**config.mk**
```make
export PLATFORM = sky130hd
export DESIGN_NAME = ecp5_pll_phase_ctrl
export DESIGN_NICKNAME = d
export VERILOG_FILES = /design/src/rtl/ecp5_pll_phase_ctrl.sv
export SDC_FILE = /design/constraint.sdc
export NUM_CORES = 1
export LEC_CHECK = 0
export CORE_MARGIN = 5
export CORE_UTILIZATION = 50
export CTS_CLUSTER_SIZE = 14
export DETAILED_ROUTE_END_ITERATION = 7
export GPL_TIMING_DRIVEN = 0
export MAX_ROUTING_LAYER = met4
export PLACE_DENSITY_LB_ADDON = 0.08
export SETUP_SLACK_MARGIN = 0.2
export SYNTH_ARGS = -nofsm -noshare
export SYNTH_HDL_FRONTEND = slang
export SYNTH_SLANG_ARGS = --single-unit
```
**constraint.sdc**
```tcl
create_clock -name i_clk -period 4.8 [get_ports i_clk]
set_input_delay 0.48 -clock i_clk [delete_from_list [all_inputs] [get_ports i_clk]]
set_output_delay 0.48 -clock i_clk [all_outputs]
set_load 0.005 [all_outputs]
```
**src/rtl/ecp5_pll_phase_ctrl.sv**
```systemverilog
// rtl/ecp5_pll_phase_ctrl.sv - ECP5 EHXPLLL dynamic phase-shift sequencer
//
// Purpose:
//   Takes one phase-move request (output select, direction, step count) over
//   a valid/ready handshake. It drives the PLL PHASESEL/PHASEDIR pins and
//   emits spaced active-low PHASESTEP pulses, then one PHASELOADREG pulse.
//   It then waits for the PLL to re-lock and reports done, with err set on a
//   lock timeout. The block runs on the PLL reference clock.
//
// Ports:
//   i_clk                 reference clock
//   i_rst_n               asynchronous active-low reset
//   i_req_valid           request valid
//   o_req_ready           high only while idle
//   i_req_sel[1:0]        PLL output to shift (0=CLKOP .. 3=CLKOS3)
//   i_req_dir             shift direction, forwarded to PHASEDIR
//   i_req_steps[STEP_W-1:0] number of PHASESTEP pulses
//   o_busy                high whenever a request is in progress
//   o_done                one-cycle completion pulse
//   o_err                 lock timeout flag, valid with o_done, held until next accept
//   o_lock_lost           sticky: synced lock fell while idle
//   i_pll_locked          PLL LOCK, asynchronous to i_clk
//   o_pll_phasesel[1:0]   to PHASESEL
//   o_pll_phasedir        to PHASEDIR
//   o_pll_phasestep       to PHASESTEP, idle high
//   o_pll_phaseloadreg    to PHASELOADREG, idle high

module ecp5_pll_phase_ctrl #(
  parameter int STEP_W      = 4,
  parameter int SETUP_CYC   = 4,
  parameter int PULSE_CYC   = 4,
  parameter int GAP_CYC     = 4,
  parameter int LOCK_CYC    = 16,
  parameter int TIMEOUT_CYC = 4096
) (
  input  logic              i_clk,
  input  logic              i_rst_n,
  input  logic              i_req_valid,
  output logic              o_req_ready,
  input  logic [1:0]        i_req_sel,
  input  logic              i_req_dir,
  input  logic [STEP_W-1:0] i_req_steps,
  output logic              o_busy,
  output logic              o_done,
  output logic              o_err,
  output logic              o_lock_lost,
  input  logic              i_pll_locked,
  output logic [1:0]        o_pll_phasesel,
  output logic              o_pll_phasedir,
  output logic              o_pll_phasestep,
  output logic              o_pll_phaseloadreg
);

  localparam logic [2:0] S_IDLE      = 3'd0;
  localparam logic [2:0] S_SETUP     = 3'd1;
  localparam logic [2:0] S_STEP_LO   = 3'd2;
  localparam logic [2:0] S_STEP_HI   = 3'd3;
  localparam logic [2:0] S_LOAD_LO   = 3'd4;
  localparam logic [2:0] S_LOAD_HI   = 3'd5;
  localparam logic [2:0] S_LOCK_WAIT = 3'd6;
  localparam logic [2:0] S_DONE      = 3'd7;

  localparam int RUN_W = $clog2(LOCK_CYC + 1);
  localparam int TMO_W = $clog2(TIMEOUT_CYC + 1);

  // Phase counters are loaded with N-1 and leave their state on reaching 0.
  localparam logic [7:0] SETUP_LD = 8'(SETUP_CYC - 1);
  localparam logic [7:0] PULSE_LD = 8'(PULSE_CYC - 1);
  localparam logic [7:0] GAP_LD   = 8'(GAP_CYC - 1);

  localparam logic [RUN_W-1:0]  RUN_DONE = RUN_W'(LOCK_CYC);
  // The done/err outputs trail the DONE state by one register stage, so the
  // timeout leaves LOCK_WAIT one cycle early. That way done is seen exactly
  // TIMEOUT_CYC cycles after LOCK_WAIT was entered.
  localparam logic [TMO_W-1:0]  TMO_LAST = TMO_W'(TIMEOUT_CYC - 2);

  localparam logic [STEP_W-1:0] STEP_ONE = STEP_W'(1);
  localparam logic [RUN_W-1:0]  RUN_ONE  = RUN_W'(1);
  localparam logic [TMO_W-1:0]  TMO_ONE  = TMO_W'(1);

  logic [2:0]        r_state;
  logic [7:0]        r_cnt;
  logic [STEP_W-1:0] r_rem;
  logic [RUN_W-1:0]  r_run;
  logic [TMO_W-1:0]  r_tmo;
  logic              r_err_pend;
  logic              r_lk_meta;
  logic              r_lk;
  logic              r_lk_d;

  logic [2:0]        w_state_nxt;
  logic [7:0]        w_cnt_nxt;
  logic [STEP_W-1:0] w_rem_nxt;
  logic [STEP_W-1:0] w_rem_dec;
  logic [RUN_W-1:0]  w_run_nxt;
  logic [TMO_W-1:0]  w_tmo_nxt;
  logic              w_err_nxt;
  logic              w_accept;
  logic              w_lk_fall;

  assign w_accept  = i_req_valid && (r_state == S_IDLE);
  assign w_rem_dec = r_rem - STEP_ONE;
  assign w_lk_fall = r_lk_d && !r_lk;

  always_comb begin
    w_state_nxt = r_state;
    w_cnt_nxt   = r_cnt;
    w_rem_nxt   = r_rem;
    w_run_nxt   = r_run;
    w_tmo_nxt   = r_tmo;
    w_err_nxt   = r_err_pend;
    case (r_state)
      S_IDLE: begin
        if (w_accept) begin
          w_state_nxt = S_SETUP;
          w_cnt_nxt   = SETUP_LD;
          w_rem_nxt   = i_req_steps;
        end
      end
      S_SETUP: begin
        if (r_cnt == 8'd0) begin
          w_state_nxt = (r_rem != '0) ? S_STEP_LO : S_LOAD_LO;
          w_cnt_nxt   = PULSE_LD;
        end else begin
          w_cnt_nxt = r_cnt - 8'd1;
        end
      end
      S_STEP_LO: begin
        if (r_cnt == 8'd0) begin
          w_state_nxt = S_STEP_HI;
          w_cnt_nxt   = GAP_LD;
        end else begin
          w_cnt_nxt = r_cnt - 8'd1;
        end
      end
      S_STEP_HI: begin
        if (r_cnt == 8'd0) begin
          // Count down only here, so the maximum step count never wraps.
          w_rem_nxt   = w_rem_dec;
          w_state_nxt = (w_rem_dec != '0) ? S_STEP_LO : S_LOAD_LO;
          w_cnt_nxt   = PULSE_LD;
        end else begin
          w_cnt_nxt = r_cnt - 8'd1;
        end
      end
      S_LOAD_LO: begin
        if (r_cnt == 8'd0) begin
          w_state_nxt = S_LOAD_HI;
          w_cnt_nxt   = GAP_LD;
        end else begin
          w_cnt_nxt = r_cnt - 8'd1;
        end
      end
      S_LOAD_HI: begin
        if (r_cnt == 8'd0) begin
          w_state_nxt = S_LOCK_WAIT;
          w_run_nxt   = '0;
          w_tmo_nxt   = '0;
        end else begin
          w_cnt_nxt = r_cnt - 8'd1;
        end
      end
      S_LOCK_WAIT: begin
        // Success is tested first, so it wins a tie with the timeout.
        if (r_run == RUN_DONE) begin
          w_state_nxt = S_DONE;
          w_err_nxt   = 1'b0;
        end else if (r_tmo == TMO_LAST) begin
          w_state_nxt = S_DONE;
          w_err_nxt   = 1'b1;
        end else begin
          w_run_nxt = r_lk ? (r_run + RUN_ONE) : '0;
          w_tmo_nxt = r_tmo + TMO_ONE;
        end
      end
      S_DONE: begin
        w_state_nxt = S_IDLE;
      end
      default: begin
        w_state_nxt = S_IDLE;
      end
    endcase
  end

  always_ff @(posedge i_clk or negedge i_rst_n) begin
    if (!i_rst_n) begin
      r_state            <= S_IDLE;
      r_cnt              <= 8'd0;
      r_rem              <= '0;
      r_run              <= '0;
      r_tmo              <= '0;
      r_err_pend         <= 1'b0;
      r_lk_meta          <= 1'b0;
      r_lk               <= 1'b0;
      r_lk_d             <= 1'b0;
      o_req_ready        <= 1'b1;
      o_busy             <= 1'b0;
      o_done             <= 1'b0;
      o_err              <= 1'b0;
      o_lock_lost        <= 1'b0;
      o_pll_phasesel     <= 2'd0;
      o_pll_phasedir     <= 1'b1;
      o_pll_phasestep    <= 1'b1;
      o_pll_phaseloadreg <= 1'b1;
    end else begin
      r_state    <= w_state_nxt;
      r_cnt      <= w_cnt_nxt;
      r_rem      <= w_rem_nxt;
      r_run      <= w_run_nxt;
      r_tmo      <= w_tmo_nxt;
      r_err_pend <= w_err_nxt;

      r_lk_meta <= i_pll_locked;
      r_lk      <= r_lk_meta;
      r_lk_d    <= r_lk;

      // ready/busy follow the next state so that no cycle is left with
      // neither of them asserted.
      o_req_ready <= (w_state_nxt == S_IDLE);
      o_busy      <= (w_state_nxt != S_IDLE);
      o_done      <= (r_state == S_DONE);

      if (w_accept) begin
        o_err <= 1'b0;
      end else if (r_state == S_DONE) begin
        o_err <= r_err_pend;
      end

      // The clear on accept wins over a lock fall on the same cycle.
      if (w_accept) begin
        o_lock_lost <= 1'b0;
      end else if ((r_state == S_IDLE) && w_lk_fall) begin
        o_lock_lost <= 1'b1;
      end

      // sel/dir stay latched from accept until the next accept.
      if (w_accept) begin
        o_pll_phasesel <= i_req_sel;
        o_pll_phasedir <= i_req_dir;
      end

      o_pll_phasestep    <= (r_state != S_STEP_LO);
      o_pll_phaseloadreg <= (r_state != S_LOAD_LO);
    end
  end

endmodule

```
==> results of run 1 <==
==> cell type report <==
type                    count  share of cell area (%)
plain buffers               8                    1.62
clock buffers               6                    2.74
clock inverters             2                    1.16
inverters                  15                    1.87
multi-input cells         198                    43.4
flip-flops and latches     47                    39.2
well taps                  70                    2.90
repair buffers             21                    7.14
==> synth_stat cells (all sizes together) (2+ instances only) <==
library cell	number	area [um2]
a21oi	20	100
nand3b	2	15.0
or4	7	52.6
o41ai	2	17.5
buf	6	37.5
nand3	11	60.1
a31oi	4	25.0
xnor2	2	17.5
nor4b	2	38.8
o22ai	3	18.8
o311ai	2	17.5
or4b	3	30.0
mux2i	2	20.0
and3	3	20.0
dfstp	4	105
nand2	24	90.1
inv	14	52.6
o211ai	7	66.3
o21ai	18	93.8
nor2	18	75.1
or2	4	25.0
mux2	2	22.5
ha	7	87.6
or3	5	31.3
o31ai	6	45.0
nand4	6	37.5
and2	4	25.0
xor2	4	35.0
clkbuf	2	11.3
nor2b	3	18.8
nand2b	2	12.5
dfrtp	43	1080
nor3	7	51.3
nor4	6	50.0
==> cells by family after synthesis <==
family                     share of synthesized area [%]
buffers and inverters                               4.05
and+or+nand+nor                                     25.6
muxes                                               1.64
AOI/OAI and AO/OA                                   17.8
DFF                                                 45.5
adders and majority gates                           3.37
xor gates and xnor gates                            2.03
==> cells in the final DEF, fill, tap and decap left out, types with 2 or more instances in the layout <==
cell	n
dfrtp_1	43
nand2_1	24
a21oi_1	20
clkdlybuf4s50_1	19
nor2_1	17
o21ai_0	15
inv_1	14
nand3_1	10
or4_1	7
ha_1	7
nand4_1	6
o211ai_1	6
o31ai_1	6
clkbuf_8	6
nor3_1	5
or3_1	5
buf_2	4
nor4_1	4
xor2_1	4
a31oi_1	4
dfstp_2	4
nor2b_1	3
or4b_1	3
or2_2	3
and2_1	3
o22ai_1	3
nor4_2	2
and3_1	2
mux2i_1	2
nand3b_1	2
mux2_2	2
o41ai_1	2
o21ai_1	2
xnor2_1	2
nand2b_1	2
==> power groups by stage <==
stage	registers, mW	logic [mW]	clock network [mW]
final	0.552	0.383	0.302
after global routing	0.565	0.435	0.325
after CTS	0.551	0.385	0.312
after detailed placement	0.559	0.383	0
after global placement	0.557	0.372	0
after floorplan	0.545	0.263	0
==> path summary, 6_finish.rpt <==
check | end | depth (start not counted) | slack, ns | from
worst max-delay path | r_tmo[10]$_DFFE_PN0P_ | 8 | 2.52 | r_cnt[0]$_DFFE_PN0P_
worst min-delay path | r_tmo[5]$_DFFE_PN0P_ | 1 | 0.08 | i_rst_n
worst max register to register | r_tmo[10]$_DFFE_PN0P_ | 8 | 2.52 | r_cnt[0]$_DFFE_PN0P_
worst min register to register | r_lk$_DFF_PN0_ | 0 | 0.35 | r_lk_meta$_DFF_PN0_
max in group asynchronous | o_pll_phasedir$_DFFE_PN1P_ | 2 | 4.16 | i_rst_n
min in group i_clk | r_lk$_DFF_PN0_ | 0 | 0.35 | r_lk_meta$_DFF_PN0_
==> stage by stage <==
step / area [um2] / hold WS (ns)
finish: 3020 / 0.0782
global route: 3020 / 0.101
global placement: 2880 / 0.339
floorplan: 2590 / 0.184
detailed placement: 2900 / 0.339
CTS: 3020 / 0.0866
==> registers in the layout (all words and copies together), names as in the netlist <==
| register | flops |
|---|---|
| r_tmo | 13 |
| r_cnt | 8 |
| r_run | 5 |
| r_rem | 4 |
| r_state | 3 |
| o_pll_phasesel | 2 |
| o_busy | 1 |
| o_done | 1 |
| o_err | 1 |
| o_lock_lost | 1 |
| o_pll_phasedir | 1 |
| o_pll_phaseloadreg | 1 |
| o_pll_phasestep | 1 |
| o_req_ready | 1 |
| r_err_pend | 1 |
| r_lk | 1 |
| r_lk_d | 1 |
| r_lk_meta | 1 |
==> per-layer routing <==
layer  up-vias  global-route usage (%)  wire length, um
met3         5                    3.62              145
met5         -                       -                0
met2        34                    31.2             2740
li1       1049                       -                -
met4         0                    4.98               53
met1      1054                    26.3             2700
==> worst max-delay path, delay by kind of cell (launching register included) <==
kind	cells	cell delay [ns]
mux	1	0.37
buf+inv	2	0.22
simple gates	4	0.94
flops	1	0.41
fa+ha+maj	1	0.23
==> results.toml, run 1 <==
[global_routing]
grt_pass1_vias = 2067
grt_usage_pct = 19.7
grt_max_degree = 34
grt_pass1_wl_um = 9940
antenna_found_initial = 0
grt_overflow_total = 0

[drt]
wl_per_cell_um = 15.3
drt_wl_total_um = 5630
via_per_inst = 5.84
ant_nets = 0
dr.pass1.iters = 4
drc = 0
vias = 2142
drt_iter0_drc = 101

[clock_tree]
cts_resized = 0
clk_latency_ns = 0.30
postCtsHoldBufs = 0
htreeDepth = 2
cts_buffer_depth = 2
cts_sinks = 47
cts_made_buffers = 5
clkTransAtPathRegs_ns = 0.09
cts_tree = "done"
cts_setup_buffers = 0
root_buffer = "clkbuf_8"

[run]
cap_viol_max_count = 0

[hold_path]
hold_path_class = "in2async"

[sta]
final_max_slew_viol_count = 0
fmax_mhz = 439
fin_crit_ns = 2.28
post-route-period-util_pct = 47.5
hold_viol = 0
slew_headroom_pct = 39.1
rsz0062_at_grt = "false"
setup_tns_ns = 0
worstMarginPinSlew_ns = 0.907
worst_clock_skew_ns = 0.00737
setup_slack_ns = 2.52
setup_viol = 0

[power]
pwr-share-seq_pct = 44.6
power.share.clock_pct = 24.4
power_mw = 1.24
irDropWorstVdd_mv = 0.240
p_comb_share_pct = 31.0
p_sw_share_pct = 33.4
powerDensity_nw_per_um2 = 410
p_int_uw = 824
switching_power_uw = 414
power.leakage_nw = 1.22

[worst_setup_path]
arrival_ns = 2.47
cp_slowest_cell = "dfrtp_1"
max_stage_delay_ns = 0.41
startpoint_type = "register"
crit_type = "reg2reg"
crit_required_ns = 4.99
cp_max_fo = 7
worstSetupEndpointType = "register"
crit_chain = "inv_1 > ha_1 > nor4b_4 > and3_1 > buf_6 > nor2_4 > nor4_1 > mux2_2"

[placed_design]
numPortBuffers = 20
dpl.hpwl_um = 4010
post-place-ws_ns = 2.53
numPlacedInstances = 359
gp_congestion = 0.823

[logic_synthesis]
synthArstFlopShare_pct = 100
ys_warn_count = 0
synth_nets = 286
synth_edf_count = 0
avgSynthCellArea_um2 = 9.68
yosysSeqAreaShare_pct = 45.5
ys_ff_latch = 47
synth_cell_types = 64
synthCells = 268
ys.flop_type = "dfrtp_1"
netlist_area_um2 = 2590

[finish]
fillers = 462
syn_to_final_growth_pct = 16.2
post-route-util_pct = 59.4
seq_area_um2 = 1180
antenna_cells = 0
layout.nets = 314
multi_input_area_um2 = 1310
layout-drive-gt1-share_pct = 12.5
final_cell_count_no_fill = 367

[die]
core-area_um2 = 5070
pin_count = 21
std_cell_rows = 26
die_y_um = 82.0
initial_utilization_pct = 51.1
die_w_um = 82.0
die_area_um2 = 6730

[run_status]
status = "completed"
(Power assumes the default switching activity.)
==> inputs of run 2 (changes only) <==
Clock period 4.8 ns to 2.35 ns, I/O delays scaled along.
==> run 2 against run 1 <==
  * Register-to-register slack worse by 2.3 ns
  * Worst hold slack improved by 0.28 ns
  * Setup slack worse by 2.3 ns
  * First-iteration DRC count is 40% higher
  * Die area is the same
  * Maximum frequency increased by 7.9%
  * Total power rose by 110%
  * Cell area increased by 5.5%
  * Largest power group unchanged
==> results.toml, run 2 (synthesized netlist as in run 1, its figures left out) <==
[placed_design]
numPortBuffers = 20
gp_congestion = 0.823
dpl.hpwl_um = 4010
post-place-ws_ns = 0.0834

[global_routing]
grt_overflow_total = 0
grt_max_degree = 34
grt.busiest_layer = "met2"
use_met3_pct = 3.62
grt_usage_pct = 20.2
grt_util_met2_pct = 32.2
grt_pass1_wl_um = 10200
met1_usage_pct = 26.6
antenna_found_initial = 0
grt_pass1_vias = 2124

[finish]
layout-drive-gt1-share_pct = 18.7
seq_area_um2 = 1180
final_common_cell = "dfrtp_1"
regMostFlops = "r_tmo"
layout_common_cells = "dfrtp_1, nand2_1, a21oi_1, clkdlybuf4s50_1, nor2_1"
post-route-util_pct = 62.7
syn_to_final_growth_pct = 22.6
antenna_cells = 0
largest_reg_flops = 13
multi_input_area_um2 = 1370
layout.nets = 327
reg_top3 = "r_tmo (13), r_cnt (8), r_run (5)"
fillers = 443

[power]
p_sw_share_pct = 33.6
switching_power_uw = 893
power.leakage_nw = 1.32
irDropWorstVdd_mv = 0.501
power_mw = 2.66
power.share.clock_pct = 23.4
pwr-share-seq_pct = 42.7
p_comb_share_pct = 33.9
powerDensity_nw_per_um2 = 835
p_int_mw = 1.76

[drt]
drc = 0
dr.pass1.iters = 4
vias = 2157
via_per_inst = 5.68
ant_nets = 0
drt_wl_total_um = 5790
wl_per_cell_um = 15.2
drt_iter0_drc = 141

[sta]
slew_headroom_pct = 42.3
fmax_mhz = 473
fin_crit_ns = 2.11
setup_viol = 0
hold_viol = 0
worst_clock_skew_ns = 0.00812
post-route-period-util_pct = 89.9
rsz0062_at_grt = "true"
setup_slack_ns = 0.237
final_max_slew_viol_count = 0
worstMarginPinSlew_ns = 0.859

[clock_tree]
htreeDepth = 2
cts_made_buffers = 5
cts_sinks = 47
cts_tree = "done"
root_buffer = "clkbuf_8"
clkTransAtPathRegs_ns = 0.09
cts_buffer_depth = 2
clk_latency_ns = 0.30

[die]
core-area_um2 = 5070
initial_utilization_pct = 51.1
pin_count = 21
std_cell_rows = 26
die_y_um = 82.0
die_area_um2 = 6730
die_w_um = 82.0

[worst_setup_path]
cp_slowest_cell = "dfrtp_1"
startpoint_type = "register"
crit_chain = "buf_2 > clkinv_1 > nor2_1 > o2bb2ai_1 > o21ai_1 > a32o_1"
max_stage_delay_ns = 0.39
worstSetupEndpointType = "register"
r2r_cells = 6
crit_type = "reg2reg"
cp_max_fo = 10
arrival_ns = 2.30
crit_required_ns = 2.54

[hold_path]
hold_depth = 0
hold_path_class = "reg2reg"

[run_status]
status = "completed"

[run]
cap_viol_max_count = 0
## run 2: final cells by class
type | instances | share of cell area, %
Multi-Input combinational cell | 198 | 43.2
Sequential cell | 47 | 37.2
Timing Repair Buffer | 34 | 9.91
Tap cell | 70 | 2.75
Clock buffer | 6 | 2.60
Inverter | 15 | 1.77
Buffer | 8 | 1.53
Clock inverter | 2 | 1.10
## run 2: final timing paths
path	to	start	slack (ns)
setup reg to reg	r_cnt[6]$_DFFE_PN0P_	r_state[2]$_DFF_PN0_	0.24
hold reg to reg	r_lk$_DFF_PN0_	r_lk_meta$_DFF_PN0_	0.36
hold / removal	r_lk$_DFF_PN0_	r_lk_meta$_DFF_PN0_	0.36
max in group asynchronous	o_pll_phasedir$_DFFE_PN1P_	i_rst_n	1.42
setup / recovery	r_cnt[6]$_DFFE_PN0P_	r_state[2]$_DFF_PN0_	0.24
min in group asynchronous	r_tmo[5]$_DFFE_PN0P_	i_rst_n	0.37
## run 2: worst max-delay path, delay by kind of cell, from the launching register on
kind,cells,cell delay [ns]
buffers and inverters,2,0.58
AOI/OAI and AO/OA,3,0.75
DFF,1,0.39
and+or+nand+nor,1,0.27
## run 2: through the flow
step	TNS, ns	hold slack [ns]	cells	instance area, um2
5_1_grt	0	0.367	380	3180
3_5_place_dp	0	0.172	359	2900
3_3_place_gp	-12.28	0.339	358	2880
4_1_cts	0	0.359	376	3110
2_1_floorplan	0	-0.0606	268	2590
6_report	0	0.355	380	3180
## run 2: timing repair
| action | in CTS | in global routing |
|---|---|---|
| hold buffers | 1 | 0 |
| setup endpoints to repair | 10 | 23 |
| pin swaps | 1 | 4 |
| gates resized for setup | 6 | 7 |
| buffers inserted | 8 | 4 |
| hold endpoints to repair | 14 | 0 |
## run 2: power groups by stage
stage	Sequential, mW	Clock (mW)	Combinational, mW
floorplan	1.11	0	0.537
global placement	1.14	0	0.760
detailed placement	1.14	0	0.783
CTS	1.13	0.638	0.866
global route	1.16	0.665	1.01
finish	1.13	0.621	0.901
## run 2: per-layer routing
layer / vias to the layer above / share of wire [%]
met5: - / 0
met4: 0 / 0.90
met3: 5 / 2.4
met2: 24 / 50
met1: 1056 / 47
li1: 1072 / -
==> inputs of run 3 (changes only) <==
Settings changed: GPL_ROUTABILITY_DRIVEN set to 0.
==> results of run 3 <==
No change in the layout: final DEF, timing and power equal those of run 2.
